## src/rtl/vending_machine_multi_if.sv

```systemverilog
// Front-panel / dispenser bundle for vending_machine_multi.
// With ITEM_STOCK_EN defined, the bundle also carries the sold_out flags.
interface vending_machine_multi_if #(
  parameter int unsigned N_ITEMS  = 4,
  parameter int unsigned ITEM_W   = 2,
  parameter int unsigned CREDIT_W = 5
);
  logic [ITEM_W-1:0]   item;
  logic                sel;
  logic                cancel;
  logic                dollar_10;
  logic                dollar_50;
  logic [CREDIT_W-1:0] amount_to_pay;
  logic [N_ITEMS-1:0]  item_rels;
  logic                change_return;
  logic                coin_reject;
  logic                busy;
`ifdef ITEM_STOCK_EN
  logic [N_ITEMS-1:0]  sold_out;

  modport master (
    output item, sel, cancel, dollar_10, dollar_50,
    input  amount_to_pay, item_rels, change_return, coin_reject, busy, sold_out
  );
  modport slave (
    input  item, sel, cancel, dollar_10, dollar_50,
    output amount_to_pay, item_rels, change_return, coin_reject, busy, sold_out
  );
`else
  modport master (
    output item, sel, cancel, dollar_10, dollar_50,
    input  amount_to_pay, item_rels, change_return, coin_reject, busy
  );
  modport slave (
    input  item, sel, cancel, dollar_10, dollar_50,
    output amount_to_pay, item_rels, change_return, coin_reject, busy
  );
`endif
endinterface

```

## src/rtl/vending_machine_multi.sv

```systemverilog
// Multi-product vending controller: $10/$50 coins, cancel/refund, one $10 of change per clock.
// Optional per-item stock counters and sold_out flags are enabled by defining ITEM_STOCK_EN.
module vending_machine_multi #(
  parameter int unsigned                N_ITEMS  = 4,
  parameter int unsigned                ITEM_W   = 2,
  parameter int unsigned                PRICE_W  = 4,
  parameter logic [N_ITEMS*PRICE_W-1:0] PRICES   = {4'd6, 4'd5, 4'd3, 4'd2},
  parameter int unsigned                CREDIT_W = 5
`ifdef ITEM_STOCK_EN
  , parameter logic [3:0]               STOCK_INIT = 4'd4
`endif
) (
  input  logic                    clk,
  input  logic                    reset,
  vending_machine_multi_if.slave  bus
);

  typedef enum logic [1:0] {IDLE, COLLECT, RELEASE, CHANGE} state_t;

  localparam logic [ITEM_W:0] ITEM_LIMIT = (ITEM_W+1)'(N_ITEMS);

  state_t              state_q, state_d;
  logic [CREDIT_W-1:0] credit_q, credit_d;
  logic [ITEM_W-1:0]   item_q, item_d;
  logic [CREDIT_W-1:0] amount_q, amount_d;
  logic                reject_q, reject_d;
  logic                d10_dly1, d10_dly2, d50_dly1, d50_dly2;

  logic                p10, p50;
  logic [CREDIT_W-1:0] coin_inc, credit_sum;
  logic [PRICE_W-1:0]  price_sel, price_cur;
  logic [CREDIT_W-1:0] price_sel_w, price_cur_w;
  logic                item_ok;
  logic [N_ITEMS-1:0]  item_rels_c;
  logic                change_c;

`ifdef ITEM_STOCK_EN
  logic [3:0]          stock_q [N_ITEMS];
  logic [3:0]          stock_d [N_ITEMS];
  logic [N_ITEMS-1:0]  sold_c;

  always_comb begin
    sold_c = '0;
    for (int unsigned i = 0; i < N_ITEMS; i++) sold_c[i] = (stock_q[i] == 4'd0);
  end
  assign bus.sold_out = sold_c;
`endif

  assign p10         = d10_dly1 & ~d10_dly2;
  assign p50         = d50_dly1 & ~d50_dly2;
  assign coin_inc    = (p10 ? CREDIT_W'(1) : '0) + (p50 ? CREDIT_W'(5) : '0);
  assign credit_sum  = credit_q + coin_inc;
  assign price_sel   = PRICES[int'(bus.item)*PRICE_W +: PRICE_W];
  assign price_cur   = PRICES[int'(item_q)*PRICE_W +: PRICE_W];
  assign price_sel_w = CREDIT_W'(price_sel);
  assign price_cur_w = CREDIT_W'(price_cur);

  always_comb begin
    item_ok = ({1'b0, bus.item} < ITEM_LIMIT);
`ifdef ITEM_STOCK_EN
    item_ok = item_ok && !sold_c[bus.item];
`endif
  end

  always_comb begin
    state_d     = state_q;
    credit_d    = credit_q;
    item_d      = item_q;
    amount_d    = amount_q;
    reject_d    = (p10 | p50) && (state_q != COLLECT);
    item_rels_c = '0;
    change_c    = 1'b0;
`ifdef ITEM_STOCK_EN
    stock_d     = stock_q;
`endif
    case (state_q)
      IDLE: begin
        amount_d = '0;
        credit_d = '0;
        if (bus.sel && item_ok) begin
          item_d   = bus.item;
          amount_d = price_sel_w;
          state_d  = COLLECT;
        end
      end
      COLLECT: begin
        credit_d = credit_sum;
        // Cancel wins over reaching the price: the buyer asked for a refund.
        if (bus.cancel) begin
          amount_d = '0;
          state_d  = (credit_sum == '0) ? IDLE : CHANGE;
        end else if (credit_sum >= price_cur_w) begin
          amount_d = '0;
          state_d  = RELEASE;
        end else begin
          amount_d = price_cur_w - credit_sum;
        end
      end
      RELEASE: begin
        item_rels_c = N_ITEMS'(1) << item_q;
        amount_d    = '0;
        credit_d    = credit_q - price_cur_w;
        state_d     = (credit_q > price_cur_w) ? CHANGE : IDLE;
`ifdef ITEM_STOCK_EN
        if (stock_q[item_q] != 4'd0) stock_d[item_q] = stock_q[item_q] - 4'd1;
`endif
      end
      CHANGE: begin
        // credit_q doubles as the pending-change count here.
        change_c = (credit_q != '0);
        amount_d = '0;
        credit_d = (credit_q != '0) ? credit_q - CREDIT_W'(1) : '0;
        if (credit_q <= CREDIT_W'(1)) state_d = IDLE;
      end
      default: state_d = IDLE;
    endcase
  end

  always_ff @(posedge clk) begin
    if (reset) begin
      state_q  <= IDLE;
      credit_q <= '0;
      item_q   <= '0;
      amount_q <= '0;
      reject_q <= 1'b0;
      d10_dly1 <= 1'b0;
      d10_dly2 <= 1'b0;
      d50_dly1 <= 1'b0;
      d50_dly2 <= 1'b0;
`ifdef ITEM_STOCK_EN
      for (int unsigned i = 0; i < N_ITEMS; i++) stock_q[i] <= STOCK_INIT;
`endif
    end else begin
      state_q  <= state_d;
      credit_q <= credit_d;
      item_q   <= item_d;
      amount_q <= amount_d;
      reject_q <= reject_d;
      d10_dly1 <= bus.dollar_10;
      d10_dly2 <= d10_dly1;
      d50_dly1 <= bus.dollar_50;
      d50_dly2 <= d50_dly1;
`ifdef ITEM_STOCK_EN
      stock_q  <= stock_d;
`endif
    end
  end

  assign bus.amount_to_pay = amount_q;
  assign bus.item_rels     = item_rels_c;
  assign bus.change_return = change_c;
  assign bus.coin_reject   = reject_q;
  assign bus.busy          = (state_q != IDLE);

endmodule

```

## src/flat_wrapper.sv

```systemverilog
// flat-port wrapper written by rule: the top's interface ports become plain ports
module vending_machine_multi_flat 
#(
  parameter int unsigned                N_ITEMS  = 4,
  parameter int unsigned                ITEM_W   = 2,
  parameter int unsigned                PRICE_W  = 4,
  parameter logic [N_ITEMS*PRICE_W-1:0] PRICES   = {4'd6, 4'd5, 4'd3, 4'd2},
  parameter int unsigned                CREDIT_W = 5

)
  (clk, reset, bus_item, bus_sel, bus_cancel, bus_dollar_10, bus_dollar_50, bus_amount_to_pay, bus_item_rels, bus_change_return, bus_coin_reject, bus_busy);
  vending_machine_multi_if #(.N_ITEMS(N_ITEMS), .ITEM_W(ITEM_W), .CREDIT_W(CREDIT_W)) bus_i ();
  input  logic clk;
  input  logic reset;
  input wire logic [$bits(bus_i.item)-1:0] bus_item;
  input wire logic [$bits(bus_i.sel)-1:0] bus_sel;
  input wire logic [$bits(bus_i.cancel)-1:0] bus_cancel;
  input wire logic [$bits(bus_i.dollar_10)-1:0] bus_dollar_10;
  input wire logic [$bits(bus_i.dollar_50)-1:0] bus_dollar_50;
  output wire logic [$bits(bus_i.amount_to_pay)-1:0] bus_amount_to_pay;
  output wire logic [$bits(bus_i.item_rels)-1:0] bus_item_rels;
  output wire logic [$bits(bus_i.change_return)-1:0] bus_change_return;
  output wire logic [$bits(bus_i.coin_reject)-1:0] bus_coin_reject;
  output wire logic [$bits(bus_i.busy)-1:0] bus_busy;
  assign bus_i.item = bus_item;
  assign bus_i.sel = bus_sel;
  assign bus_i.cancel = bus_cancel;
  assign bus_i.dollar_10 = bus_dollar_10;
  assign bus_i.dollar_50 = bus_dollar_50;
  assign bus_amount_to_pay = bus_i.amount_to_pay;
  assign bus_item_rels = bus_i.item_rels;
  assign bus_change_return = bus_i.change_return;
  assign bus_coin_reject = bus_i.coin_reject;
  assign bus_busy = bus_i.busy;
  vending_machine_multi #(.N_ITEMS(N_ITEMS), .ITEM_W(ITEM_W), .PRICE_W(PRICE_W), .PRICES(PRICES), .CREDIT_W(CREDIT_W)) u_core (.clk(clk), .reset(reset), .bus(bus_i));
endmodule
```

## config.mk

```make
export PLATFORM = sky130hd
export DESIGN_NAME = vending_machine_multi_flat
export DESIGN_NICKNAME = d
export VERILOG_FILES = /design/src/rtl/vending_machine_multi_if.sv /design/src/rtl/vending_machine_multi.sv /design/src/flat_wrapper.sv
export SDC_FILE = /design/constraint.sdc
export NUM_CORES = 1
export LEC_CHECK = 0
export CAP_MARGIN = 20
export CORE_MARGIN = 1
export CORE_UTILIZATION = 57
export DETAILED_ROUTE_END_ITERATION = 16
export PLACE_DENSITY = 0.84
export SYNTH_ARGS = -nofsm -noshare
export SYNTH_HDL_FRONTEND = slang
export SYNTH_SLANG_ARGS = --single-unit
```

## constraint.sdc

```tcl
create_clock -name clk -period 8.75 [get_ports clk]
set_clock_uncertainty 0.15 [all_clocks]
set_input_delay 1.3125 -clock clk [delete_from_list [all_inputs] [get_ports clk]]
set_output_delay 1.3125 -clock clk [all_outputs]
set_load 0.005 [all_outputs]
```

## After elaboration in Yosys (flattened, before gate mapping)

Index checks and enable logic that the tools add are counted.
Widths: inputs -> output; s select.

- Bits of input ports: 8
- Word-level logic and storage cells: 57
- Flip-flop bits (word level): 19
- Output and inout bits: 12

- Equality and inequality tests: 7
- Reductions and logical operators: 8
- Bitwise logic cells: 5
- $lt $le $gt $ge: 3
- Add/subtract/negate cells: 5
- Shift operators: 3
- Multiplexer cells: 17

Operators by type and width:

| operator | number |
|---|---|
| $shiftx 16x5->4 const A | 2 |
| $pmux 5 s4 | 1 |
| $mux 5 | 3 |
| $pmux 5 s3 | 1 |
| $mux 2 | 6 |
| $add 5x5->5 | 2 |
| $mux 4 | 2 |
| $pmux 2 s4 | 1 |
| $ge 5x4->1 | 1 |
| $gt 5x4->1 | 1 |
| $le 5x1->1 const B | 1 |
| $logic_not 5->1 | 1 |
| $reduce_bool 5->1 | 1 |
| $sub 4x5->5 | 1 |
| $sub 5x1->5 const B | 1 |
| $sub 5x4->5 | 1 |
| $eq 2x2->1 const B | 2 |
| $ne 2x1->1 const B | 2 |
| $shl 1x2->4 const A | 1 |
| $mux 3 | 1 |
| $ne 3x2->1 const B | 1 |
| $reduce_and 3->1 | 1 |
| $and 1x1->1 | 2 |
| $eq 2x1->1 const B | 1 |
| 9 further kinds | 11 |

## Depth between registers and ports, before layout

Gate-level depths: netlist (run 1).

- Word-level depth: 9
- Depth in mapped cells: 14
- Mapped depth without buffers: 14

## Worst setup path before layout (run 1)

OpenSTA, ideal clock, no wires.

- Path type: register to register
- Start: register u_core.d10_dly1
- End: register u_core.state_q[0]
- Clock period less this slack: 3482 ps
- Arrival time: 3257 ps
- Path buffers: 0
- Path slack: 5268 ps
- Data required time: 8526 ps
- Cell stages (with the launch flop): 15
- Library setup time: 74 ps
- Cells stage by stage: dfxtp_1 -> nor2b_1 -> inv_1 -> ha_1 -> ha_1 -> a21o_1 -> ha_1 -> xnor2_1 -> xnor2_1 -> ha_1 -> a311oi_1 -> o21ai_1 -> or4_4 -> a311o_1 -> o21ai_0

- Cells in the longest elaborated chain, start to end: 8
- Elaborated cells on any way between the ends: 11
- Those cells by class: add/sub: 2; order compare: 1; eq/ne: 1; mux: 4; bitwise: 1; reduce/logical: 2

RTL lines:

| element | line | RTL |
|---|---|---|
| start: declaration | vending_machine_multi.sv:27 | `logic d10_dly1, d10_dly2, d50_dly1, d50_dly2;` |
| start signal: assignment | vending_machine_multi.sv:139 | `d10_dly1 <= bus.dollar_10;` |
| $and 1x1->1 * | vending_machine_multi.sv:49 | `assign p10 = d10_dly1 & ~d10_dly2;` |
| $mux 1 * | vending_machine_multi.sv:51 | `assign coin_inc = (p10 ? CREDIT_W'(1) : '0) + (p50 ? CREDIT_W'(5) : '0);` |
| $add 5x5->5 * | vending_machine_multi.sv:51 |  |
| $add 5x5->5 * | vending_machine_multi.sv:52 | `assign credit_sum = credit_q + coin_inc;` |
| branches (longest 4 deep; another with $ge 5x4->1) | -- |  |
| end signal: assignment | vending_machine_multi.sv:134 | `state_q <= state_d;` |
| end: declaration | vending_machine_multi.sv:22 | `state_t state_q, state_d;` |

Mark *: on every way between the ends.
A chain may end at the register's enable or synchronous reset.

## Worst setup path in the final report (run 1)

Ends and elaborated chain as after synthesis.

==> results of run 1 <==
[critical path, cell delays in order (launching register included)]
cell	delay, ns
dfxtp_1	0.34
nor2b_1	0.24
inv_1	0.07
ha_1	0.29
ha_1	0.21
a21o_1	0.16
ha_1	0.23
xnor2_1	0.16
xnor2_1	0.29
ha_1	0.33
a311oi_1	0.28
o21ai_1	0.13
or4_4	0.53
a311o_1	0.32
o21ai_0	0.07
[power by group through the flow]
stage	Clock (mW)	Combinational, mW	Sequential (mW)
final	0.0457	0.199	0.135
after global routing	0.0509	0.224	0.137
after CTS	0.0478	0.198	0.134
after detailed placement	0	0.196	0.136
after global placement	0	0.191	0.134
after floorplan	0	0.155	0.117
[cell families after synthesis]
logic type	after synthesis	synth area share [%]
buffers and inverters	22	6.27
AOI/OAI and AO/OA	36	19.6
and+or+nand+nor	54	22.2
muxes	1	0.748
other	1	0.280
adders and majority gates	18	18.0
xor gates and xnor gates	7	4.58
DFF	19	28.4
[how the worst max path moves through the flow]
stage                               start                end  cells past startpoint
after global routing      u_core.d10_dly1  u_core.state_q[0]                     14
final                     u_core.d10_dly1  u_core.state_q[0]                     14
after detailed placement  u_core.d10_dly1  u_core.state_q[0]                     14
after floorplan           u_core.d10_dly1  u_core.state_q[0]                     14
after CTS                 u_core.d10_dly1  u_core.state_q[0]                     14
after global placement    u_core.d10_dly1  u_core.state_q[0]                     14
[state kept, by name, summed over array words and instances, names as in the netlist]
name                      count
u_core.bus.amount_to_pay      5
u_core.credit_q               5
u_core.item_q                 2
u_core.d10_dly2               1
u_core.bus.coin_reject        1
u_core.d10_dly1               1
u_core.state_q                2
u_core.d50_dly2               1
u_core.d50_dly1               1
[cell usage after synthesis (all sizes together)]
cell type / count
a2111o: 1
a211oi: 1
a21o: 1
a21oi: 4
a221oi: 2
a22oi: 3
a311o: 1
a311oi: 1
and2: 5
and3: 1
buf: 1
clkbuf: 5
conb: 1
dfxtp: 19
fa: 2
ha: 16
inv: 16
mux2i: 1
nand2: 6
nand2b: 1
nand3: 6
nand3b: 1
nand4: 1
nor2: 11
nor2b: 11
nor3: 5
nor3b: 1
nor4: 1
o2111ai: 3
o211ai: 3
o21a: 1
o21ai: 6
o221ai: 1
o22ai: 4
o31a: 1
o31ai: 3
or2: 1
or3: 2
or4: 1
xnor2: 4
xor2: 3
[layer usage]
metal  up-vias  wire length (um)  track usage, %
met5         -                 0               0
met4         0                62            12.5
met3         6               109            4.85
met2        28              1470            46.9
met1       581              1360            33.1
li1        593                 -               -
[cell type report]
type	count	area, um^2
clock inverter	1	5.00
fill	199	646
clock buffer	3	22.5
sequential	19	380
timing repair buffer	19	190
tap	28	35.0
inverter	16	60.1
multi-input combinational	117	873
==> metrics, run 1 <==
core area 0.00221 mm^2; worst setup path class reg -> reg; DR pass1 iterations 4; CTS tree done; overall power 0.379 mW; first-pass GRT wire length 5180 um; die height 50.4 um; placed cells 199; share of power burned in registers 35.5%; io pins 20; largest area contributor in the netlist dfxtp_1; crit start category flop; Peak VDD IR 0.181 mV; WHS Endpoint u_core.d50_dly2; H-Tree Depth 1; Sw Ratio 43.0%; Die ar. 0.00254 mm^2; cts-stage hold buffer count 0; post-route clock period utilization 44.3%; Mapped Area 0.00134 mm^2; Worst Setup Slack post-DPL 4.95 ns; clk_lat worst skew 0.30 ns; DIE WIDTH 50.4 um; Post-Synthesis Cells 158; Worst Reg-to-Reg Cells 14; post-CTS setup repair buffer count 0; Tmin final 3.88 ns; Final ANT Viol Nets 0; Max FO, Critical Path 5; fmax 258 MHz; overall via count from detail_route 1208; synthesized flop and latch total 19; total CTS buffers 3; Max Slew Vio Count 0; via/cell ratio 5.95; Max-Cap Viols 0; outcome complete, no violations; Detailed Place HPWL 2310 um; CP Data Required Time 8.83 ns; commonest non-fill, non-tap cells in the layout clkdlybuf4s50_1 (19), dfxtp_1 (19), ha_1 (16); gr usage total 27.4%; reg-to-reg endpoint u_core.state_q[0]; final instance area 0.00157 mm^2; share of the synthesized area in the top cell type 28.4%; initial antenna violation count 0; Synth Net Count 184; CP Capture Type flop; final non-filler cell total 203; Logic pwr share 52.4%; worst min path class reg -> reg; Placed Area 0.00154 mm^2; worst slew pin tran 0.754 ns; Seq/Total Area, Yosys 28.4%; hold_sp u_core.d50_dly1; Clock transition at path regs 0.11 ns; n_diodes 0; Critical Path AT 3.95 ns; clock power share 12.1%; Rel. slew slack 49.6%; vias in the first global route 1202; Cells on Worst Hold Path 1; unrepaired setup endpoints after global routing false; PD cells 242 mW/mm^2; Avg WL per Cell 14.8 um; Iter 0 DRT Violations 31; minimum hold slack 0.327 ns; Core Util, Final 70.8%; Synth cell types 45; Post-CTS Resized 0; Hold Vio Cnt, Final 0; Port Buffers 19; final setup margin 4.87 ns; clock root buffer clkbuf_4; layout cell share with drive strength beyond 1 5.14%; final setup vio count 0; reg2reg start u_core.d10_dly1; Internal 0.216 mW; setup_tns 0 ns; initial core utilization 60.5%; Synth warnings 0; most area-consuming cells after synthesis dfxtp_1 (28%), ha_1 (15%), nor2b_1 (4.7%); largest net degree at the start of global routing 22; final-stage net count 202; routability congestion estimate 0.904; Switch Pwr 0.163 mW; Routed WL 3000 um; leak pwr 0.649 nW; total grt overflow 0; row count 17; worst reg2reg setup slack 4.87 ns; drc violations 0; CTS Sinks 19; Area Growth Syn to Fin 17.1%; Syn Area/Cell 8.47 um^2; clock buffer depth 2
(Power assumes the default switching activity.)
==> run 2: changes to the inputs <==
--- a/config.mk
+++ b/config.mk
@@ -7,9 +7,9 @@
 export LEC_CHECK = 0
 export CAP_MARGIN = 20
 export CORE_MARGIN = 1
-export CORE_UTILIZATION = 57
+export CORE_UTILIZATION = 48
 export DETAILED_ROUTE_END_ITERATION = 16
-export PLACE_DENSITY = 0.84
+export PLACE_DENSITY = 0.76
 export SYNTH_ARGS = -nofsm -noshare
 export SYNTH_HDL_FRONTEND = slang
 export SYNTH_SLANG_ARGS = --single-unit
==> constraint.sdc (replaced) <==
create_clock -name clk -period 3.45 [get_ports clk]
set_clock_uncertainty 0.15 [all_clocks]
set_input_delay 0.5175 -clock clk [delete_from_list [all_inputs] [get_ports clk]]
set_output_delay 0.5175 -clock clk [all_outputs]
set_load 0.005 [all_outputs]
==> run 2 against run 1 <==
Sequential share of layout area is 1.9 points lower. Flip-flop and latch count stayed put. Cell area is 9.0% higher. Clock power grew to 2.6 times the previous value. Largest power group unchanged.
==> metrics, run 2 (synthesis results as in run 1) <==
Max-Cap Viols 0 (unchanged); total grt overflow 0 (unchanged); worst min path class reg -> reg; worst setup path class reg -> reg; Max FO, Critical Path 5 (unchanged); Slowest-stage cell, CP or4_4; vias in the first global route 1174 (-2.3%); CTS Sinks 19 (unchanged); CP max stage delay 0.54 ns (about the same); Critical Path AT 3.54 ns (-0.41 ns); routability congestion estimate 0.996 (+10%); largest net degree at the start of global routing 22 (unchanged); overall power 1.02 mW (+170%); clk_lat worst skew 0.31 ns (about the same); row count 18 (+1); n_diodes 0 (unchanged); layout cell share with drive strength beyond 1 15.2% (+10 points); Tmin final 3.44 ns (-0.433 ns); crit start category flop; outcome complete, no violations; area of the multi-input gates 940 um^2 (+7.6%); met2 WL 1640 um (+12%); cts-stage hold buffer count 0 (unchanged); Final ANT Viol Nets 0 (unchanged); core area 0.00254 mm^2 (+15%); delay-heaviest family, CP compound AO/OA/AOI/OAI gates; Peak VDD IR 0.377 mV (+110%); drc violations 0 (unchanged); WHS Endpoint u_core.d10_dly2; Worst Reg-to-Reg Cells 14 (unchanged); hold_sp u_core.d10_dly1; Cells on Worst Hold Path 1 (unchanged); H-Tree Depth 1 (unchanged); final setup margin 0.00672 ns (-4.87 ns); leak pwr 0.696 nW (+7.2%); first-pass GRT wire length 5320 um (+2.7%); Hold Vio Cnt, Final 0 (unchanged); CP Data Required Time 3.54 ns (-5.29 ns); clock root buffer clkbuf_4; CP Buf/Inv Count 1 (unchanged); die height 54.8 um (+8.6%); Detailed Place HPWL 2360 um (+2.2%); fmax 290 MHz (+13%); WL met3 138 um (+27%); clock buffer depth 2 (unchanged); Filler cells 210 (+5.5%); commonest non-fill, non-tap cell in the layout clkdlybuf4s50_1; M1 WL 1410 um (+4.1%); overall via count from detail_route 1261 (+4.4%); Die ar. 0.00300 mm^2 (+18%); initial core utilization 52.6% (-7.9 points); io pins 20 (unchanged); Iter 0 DRT Violations 35 (+13%); initial antenna violation count 0 (unchanged); Clock transition at path regs 0.12 ns (about the same); Max Slew Vio Count 0 (unchanged); Port Buffers 19 (unchanged); unrepaired setup endpoints after global routing true; worst slew pin tran 0.822 ns (+0.0675 ns); worst reg2reg setup slack 0.007 ns (-4.87 ns); most frequent CP cell ha_4; sequential standard cell area 383 um^2 (+0.66%); post-route clock period utilization 99.8% (+56 points); reg2reg start u_core.d10_dly1; Avg WL per Cell 15.0 um (+1.5%); total CTS buffers 3 (unchanged); PD cells 595 mW/mm^2 (+150%); gr usage total 24.9% (-2.5 points); Area Growth Syn to Fin 27.7%; CP Capture Type flop; DR pass1 iterations 5 (+1); Routed WL 3210 um (+7.0%); via/cell ratio 5.89 (-0.98%); worst-path cell chain nor2b_4 -> inv_2 -> ha_4 -> ha_4 -> a21o_1 -> ha_4 -> xnor2_2 -> xnor2_2 -> ha_1 -> a311oi_1 -> o21ai_1 -> or4_4 -> o31a_1 -> nor2_1; reg-to-reg endpoint u_core.bus.amount_to_pay[2]; final-stage net count 211 (+4.5%); final setup vio count 0 (unchanged); Top Metal Used met4; commonest non-fill, non-tap cells in the layout clkdlybuf4s50_1 (19), dfxtp_1 (17), inv_1 (14); Worst Setup Slack post-DPL -0.0697 ns (-5.02 ns); CTS tree done; DIE WIDTH 54.8 um (+8.6%); Rel. slew slack 45.0% (-4.5 points)
## run 2: worst reg2reg max path, stage by stage, from the launching register on
cell	delay, ns
dfxtp_2	0.34
nor2b_4	0.15
inv_2	0.05
ha_4	0.23
ha_4	0.16
a21o_1	0.17
ha_4	0.17
xnor2_2	0.14
xnor2_2	0.17
ha_1	0.32
a311oi_1	0.28
o21ai_1	0.13
or4_4	0.54
o31a_1	0.31
nor2_1	0.07
## run 2: power by group
group	leakage (nW)	switching, mW	internal (mW)
clock network	0.0139	0.0753	0.0442
registers	0.156	0.0835	0.258
logic	0.525	0.275	0.280
## run 2: layer usage
metal | vias up | global-route usage (%)
met4 | 0 | 4.70
met5 | - | 0
li1 | 610 | -
met3 | 2 | 4.44
met2 | 43 | 42.0
met1 | 606 | 32.7
## run 2: stage by stage
stage / instance area (um^2) / TNS, ns / utilization (%) / cells / hold slack (ns)
2_1_floorplan: 1340 / 0 / - / 158 / 0.279
3_3_place_gp: 1600 / 0 / 62.8 / 208 / 0.283
3_5_place_dp: 1600 / -0.159 / 62.8 / 208 / 0.291
4_1_cts: 1650 / 0 / 64.7 / 212 / 0.322
5_1_grt: 1710 / -0.160 / 67.1 / 214 / 0.339
6_report: 1710 / 0 / 67.1 / 214 / 0.321
## run 2: how the worst max path moves through the flow
stage | slack, ns | end | from | cells past startpoint
floorplan | 0.008 | u_core.state_q[0] | u_core.d50_dly1 | 14
global placement | 0.04 | u_core.bus.amount_to_pay[2] | u_core.d10_dly1 | 14
detailed placement | -0.07 | u_core.bus.amount_to_pay[2] | u_core.d10_dly1 | 14
CTS | 0.002 | u_core.state_q[0] | u_core.d50_dly1 | 14
global route | -0.11 | u_core.bus.amount_to_pay[2] | u_core.d50_dly1 | 14
finish | 0.007 | u_core.bus.amount_to_pay[2] | u_core.d10_dly1 | 14
## run 2: layout make-up
| cell class | count | share of cell area, % |
|---|---|---|
| multi-input cells | 117 | 55.0 |
| inverters | 16 | 3.52 |
| well taps | 30 | 2.20 |
| flip-flops and latches | 19 | 22.4 |
| repair buffers | 28 | 15.1 |
| clock buffers | 3 | 1.32 |
| clock inverters | 1 | 0.440 |
## run 2: repair_timing
action,4_1_cts,5_1_grt
gates cloned,0,0
setup endpoints to repair,3,5
setup buffers,0,2
pin swaps,6,5
gates resized for setup,5,7
